==> config.mk <==
export PLATFORM = sky130hd
export DESIGN_NAME = coffee_dispenser
export DESIGN_NICKNAME = d
export VERILOG_FILES = /design/src/rtl/coffee_dispenser.sv
export SDC_FILE = /design/constraint.sdc
export NUM_CORES = 1
export LEC_CHECK = 0
export CAP_MARGIN = 20
export CORE_MARGIN = 2
export CORE_UTILIZATION = 45
export CTS_CLUSTER_SIZE = 40
export DETAILED_ROUTE_END_ITERATION = 7
export GPL_TIMING_DRIVEN = 0
export PLACE_DENSITY = 0.66
export SYNTH_ARGS = -nofsm -noshare
export SYNTH_HDL_FRONTEND = slang
export SYNTH_SLANG_ARGS = --single-unit
==> constraint.sdc <==
create_clock -name clk -period 4.28 [get_ports clk]
set_clock_uncertainty 0.05 [all_clocks]
set_input_delay 1.07 -clock clk [delete_from_list [all_inputs] [get_ports clk]]
set_output_delay 1.07 -clock clk [all_outputs]
set_load 0.02 [all_outputs]
==> src/rtl/coffee_dispenser.sv <==
// Timed actuator sequencer for the coffee machine: cup drop, grind, brew,
// then optional milk and foam, driven by one-hot drink-select levels.
module coffee_dispenser #(
    parameter int T_CUP   = 4,
    parameter int T_GRIND = 8,
    parameter int T_BREW  = 16,
    parameter int T_MILK  = 10,
    parameter int T_FOAM  = 6
) (
    input  logic       clk,
    input  logic       rst_n,
    input  logic       expr,
    input  logic       latte,
    input  logic       capp,
    input  logic       abort,
    output logic       cup_drop,
    output logic       grind,
    output logic       brew,
    output logic       milk,
    output logic       foam,
    output logic       busy,
    output logic       done,
    output logic       aborted,
    output logic [1:0] recipe
);

    typedef enum logic [2:0] {
        S_IDLE  = 3'd0,
        S_CUP   = 3'd1,
        S_GRIND = 3'd2,
        S_BREW  = 3'd3,
        S_MILK  = 3'd4,
        S_FOAM  = 3'd5,
        S_DONE  = 3'd6
    } state_t;

    localparam logic [1:0] RCP_NONE = 2'b00;
    localparam logic [1:0] RCP_ESPR = 2'b01;
    localparam logic [1:0] RCP_LATT = 2'b10;
    localparam logic [1:0] RCP_CAPP = 2'b11;

    state_t     state_r;
    state_t     state_nx_s;
    logic [7:0] cnt_r;
    logic [7:0] cnt_nx_s;
    logic [1:0] recipe_r;
    logic [1:0] recipe_nx_s;
    logic       sel_prev_r;
    logic       sel_s;
    logic       start_s;
    logic       abort_take_s;

    // Counter preload for a phase: the phase ends when the counter reads zero.
    function automatic logic [7:0] phase_load(input state_t s);
        case (s)
            S_CUP:   return 8'(T_CUP - 1);
            S_GRIND: return 8'(T_GRIND - 1);
            S_BREW:  return 8'(T_BREW - 1);
            S_MILK:  return 8'(T_MILK - 1);
            S_FOAM:  return 8'(T_FOAM - 1);
            default: return 8'd0;
        endcase
    endfunction

    assign sel_s   = expr | latte | capp;
    assign start_s = sel_s & ~sel_prev_r & (state_r == S_IDLE);

    // Next-state, counter and recipe selection.
    always_comb begin
        state_nx_s   = state_r;
        cnt_nx_s     = cnt_r;
        recipe_nx_s  = recipe_r;
        abort_take_s = 1'b0;
        case (state_r)
            S_IDLE: begin
                cnt_nx_s    = 8'd0;
                recipe_nx_s = RCP_NONE;
                if (start_s) begin
                    state_nx_s = S_CUP;
                    if (expr) begin
                        recipe_nx_s = RCP_ESPR;
                    end else if (latte) begin
                        recipe_nx_s = RCP_LATT;
                    end else begin
                        recipe_nx_s = RCP_CAPP;
                    end
                end else begin
                    state_nx_s = S_IDLE;
                end
            end
            S_CUP, S_GRIND, S_BREW, S_MILK, S_FOAM: begin
                if (abort) begin
                    state_nx_s   = S_IDLE;
                    recipe_nx_s  = RCP_NONE;
                    abort_take_s = 1'b1;
                end else if (cnt_r == 8'd0) begin
                    case (state_r)
                        S_CUP:   state_nx_s = S_GRIND;
                        S_GRIND: state_nx_s = S_BREW;
                        S_BREW:  state_nx_s = (recipe_r == RCP_ESPR) ? S_DONE : S_MILK;
                        S_MILK:  state_nx_s = (recipe_r == RCP_CAPP) ? S_FOAM : S_DONE;
                        default: state_nx_s = S_DONE;
                    endcase
                end else begin
                    cnt_nx_s = cnt_r - 8'd1;
                end
            end
            S_DONE: begin
                state_nx_s  = S_IDLE;
                recipe_nx_s = RCP_NONE;
            end
            default: begin
                state_nx_s  = S_IDLE;
                recipe_nx_s = RCP_NONE;
                cnt_nx_s    = 8'd0;
            end
        endcase
        // Any state change is a phase entry, so the counter is reloaded there.
        if (state_nx_s != state_r) begin
            cnt_nx_s = phase_load(state_nx_s);
        end else begin
            cnt_nx_s = cnt_nx_s;
        end
    end

    // State, counter, select history and recipe registers.
    always_ff @(posedge clk or negedge rst_n) begin
        if (!rst_n) begin
            state_r    <= S_IDLE;
            cnt_r      <= 8'd0;
            sel_prev_r <= 1'b0;
            recipe_r   <= RCP_NONE;
        end else begin
            state_r    <= state_nx_s;
            cnt_r      <= cnt_nx_s;
            sel_prev_r <= sel_s;
            recipe_r   <= recipe_nx_s;
        end
    end

    // Registered outputs decoded from the state being entered.
    always_ff @(posedge clk or negedge rst_n) begin
        if (!rst_n) begin
            cup_drop <= 1'b0;
            grind    <= 1'b0;
            brew     <= 1'b0;
            milk     <= 1'b0;
            foam     <= 1'b0;
            busy     <= 1'b0;
            done     <= 1'b0;
            aborted  <= 1'b0;
            recipe   <= RCP_NONE;
        end else begin
            cup_drop <= (state_nx_s == S_CUP);
            grind    <= (state_nx_s == S_GRIND);
            brew     <= (state_nx_s == S_BREW);
            milk     <= (state_nx_s == S_MILK);
            foam     <= (state_nx_s == S_FOAM);
            busy     <= (state_nx_s != S_IDLE);
            done     <= (state_nx_s == S_DONE);
            aborted  <= abort_take_s;
            recipe   <= recipe_nx_s;
        end
    end

endmodule

==> results.py <==
metrics = {
    "run_status": {
        "status": "finished clean",
    },
    "cells_and_area": {
        "drive_gt1_share_pct": 16.3,
        "nets": 144,
        "syn_to_final_growth_pct": 20.4,
        "fillers": 232,
        "most-common-layout-cells": "22 x dfrtp_1, 14 x clkdlybuf4s50_1, 11 x nor2_1, 7 x a21oi_1",
        "final_common_cell": "dfrtp_1",
        "n_antenna_cell": 0,
    },
    "drt": {
        "wire_per_inst_um": 14.5,
        "wirelength_um": 2400,
        "post-route-drc-count": 0,
        "drtIter0Drc": 10,
        "drt_pass1_iterations": 4,
        "dr_total_vias": 912,
        "drtAntennaViolNets": 0,
        "via_per_inst": 5.53,
    },
    "placed_design": {
        "finalWeightedCongestion": 0.824,
        "hpwl_um": 1740,
        "portBuffers": 14,
    },
    "power_and_ir_drop": {
        "clock_power_share_pct": 17.7,
        "power.leakage_nw": 0.634,
        "p_sw_w": 0.000364,
        "ir_drop_uv": 391,
        "switching_share_pct": 39.9,
        "p_int_w": 0.000548,
        "combPwrFrac_pct": 51.7,
        "powerDensity_mw_per_mm2": 638,
        "total_power_w": 0.000911,
        "p_seq_share_pct": 30.5,
    },
    "timing": {
        "fin_tns_setup_ns": 0,
        "period_share_pct": 61.3,
        "tightest_slew_ns": 0.824,
        "setup_violations": 0,
        "fin_crit_ns": 2.62,
        "hold_violations": 0,
        "final-max-slew-violation-count": 0,
        "max_freq_mhz": 381,
        "rsz0062_at_grt": "false",
        "relSlewSlack_pct": 44.7,
    },
    "grt": {
        "grt_pass1_vias": 939,
        "overflow": 0,
        "grt_pass1_wl_um": 4260,
        "antenna_found_initial": 0,
        "grt_usage_pct": 17.2,
        "grt_max_degree": 23,
    },
    "clocking": {
        "numCtsBuffers": 3,
        "cts_root_buf": "clkbuf_4",
        "clock-sinks": 22,
        "cts.path.max_buffers": 2,
        "clk_latency_ns": 0.31,
        "cts-htree-levels": 1,
        "hold_buffers": 0,
        "path_clk_slew_ns": 0.13,
        "cts_tree": "yes",
        "cts_resized": 0,
        "postCtsSetupBuffers": 0,
    },
    "critical_path": {
        "crit_arrival_ns": 2.82,
        "path_delay_family": "simple AND/OR/NAND/NOR gates",
        "cpMaxStageDelayCell": "clkdlybuf4s50_1",
        "cp-end-kind": "flip-flop",
        "worstSetupPathType": "input pin to flip-flop",
        "worst_setup_path_start_kind": "input pin",
        "worst-path-buf-inv": 2,
        "slowest_delay_ns": 0.44,
        "path_max_fanout": 8,
        "cp_cell_sequence": "clkdlybuf4s50_1 -> or3_1 -> nand3_1 -> and3b_2 -> inv_2 -> a211oi_2 -> a31oi_1 -> a21oi_1",
        "cp.required_ns": 4.48,
    },
    "min_path": {
        "hold_path.class": "flip-flop to flip-flop",
    },
    "die": {
        "die_area_mm2": 0.00306,
        "start_util_pct": 47.9,
        "core-area_mm2": 0.00248,
        "ioPinCount": 16,
        "die_h_um": 55.3,
        "die_w_um": 55.3,
        "std_cell_rows": 18,
    },
    "synth": {
        "synth-seq-cells": 22,
        "synth_nets": 124,
        "synth_cells": 116,
        "ys_types": 45,
        "syn_avg_cell_area_um2": 10.2,
        "ys_top_cells_by_area": "dfrtp_1 46%, xnor2_1 3.7%, nor2_1 3.5%",
        "yosys.area.top_type": "dfrtp_1",
        "yosys.area.top_type_share_pct": 46.4,
        "synth_area_mm2": 0.00119,
        "ys_warn_count": 0,
        "ys_seq_area_share_pct": 46.4,
    },
    "run": {
        "timing.max_cap.violations": 0,
    },
}
## final timing paths
check	from	to	slack (ns)	depth (start not counted)
max in group asynchronous	rst_n	cup_drop	2.80	2
worst max register to register	cnt_r[0]	cnt_r[3]	1.94	9
worst min-delay path	recipe[0]	recipe[0]	0.50	2
worst max-delay path	expr	cnt_r[3]	1.66	8
worst min register to register	recipe[0]	recipe[0]	0.50	2
min in group asynchronous	rst_n	cnt_r[6]	0.94	1
## tightest hold or removal path, delay by kind of cell (launching register included)
kind	cells	cell delay, ns
flops	1	0.40
compound gates	1	0.07
simple gates	1	0.06
## per-layer routing
metal / GRT usage [%] / routed length (µm)
met4: 5.23 / 31
met1: 23.5 / 1150
met3: 2.34 / 62
met2: 28.2 / 1150
met5: 0 / 0
## per-stage QoR
stage / cells / hold slack, ns / util, % / instance area, µm² / setup slack [ns]
2_1_floorplan: 116 / 0.476 / - / 1190 / 1.80
3_3_place_gp: 160 / 0.470 / 55.1 / 1360 / 1.35
3_5_place_dp: 160 / 0.482 / 55.1 / 1360 / 1.34
4_1_cts: 164 / 0.515 / 57.2 / 1420 / 1.66
5_1_grt: 165 / 0.550 / 57.6 / 1430 / 1.54
6_report: 165 / 0.503 / 57.6 / 1430 / 1.66
## sequential cells by signal, summed over array words and instances (netlist names)
name        count
recipe          2
busy            1
state_r         3
grind           1
sel_prev_r      1
milk            1
cnt_r           8
aborted         1
cup_drop        1
foam            1
brew            1
done            1
## cells by family (layout without fill, tap and decap cells)
group           count (synthesis)  in the layout  share of synthesized area, %
xor+xnor                        8              8                          5.91
mux                             2              2                          2.11
fa+ha+maj                       2              2                          2.11
simple gates                   44             44                          22.3
compound gates                 27             27                          17.3
buf+inv                        11             30                          3.90
flops                          22             22                          46.4
## cell usage after synthesis, drive strengths merged
library cell and number:
nor4 2, ha 2, and4b 1, inv 7
or3 3, o21bai 1, and3b 1, mux2 1
a2111oi 1, clkbuf 1, dfrtp 22, and2 2
o22ai 1, a311oi 1, o211ai 1, o31a 1
o2bb2ai 1, o21ai 3, nor3 7, a211oi 3
xor2 3, nand3 2, or2 1, mux2i 1
nand3b 1, nand2b 2, a31oi 3, nand2 7
o2111ai 1, a21o 1, a22oi 1, o31ai 1
nor2b 3, buf 3, nor3b 1, a21oi 7
nor2 11, xnor2 5
## cell type report
class                           instances  area, µm²  area share, %
Clock buffer                            3       22.5           1.58
Inverter                                7       26.3           1.84
Timing Repair Buffer                   15        151           10.6
Tap cell                               30       37.5           2.63
Clock inverter                          1       30.0           2.10
Multi-Input combinational cell         83        589           41.3
Buffer                                  4       20.0           1.40
Sequential cell                        22        551           38.6
## power by group through the flow
| stage | combinational, W | clock (W) | sequential [W] |
|---|---|---|---|
| after floorplan | 0.000348 | 0 | 0.000297 |
| after CTS | 0.000470 | 0.000165 | 0.000279 |
| after detailed placement | 0.000466 | 0 | 0.000284 |
| after global placement | 0.000464 | 0 | 0.000280 |
| final | 0.000472 | 0.000162 | 0.000278 |
| after global routing | 0.000525 | 0.000174 | 0.000284 |
Note: power is estimated with default switching activity, not from simulation.
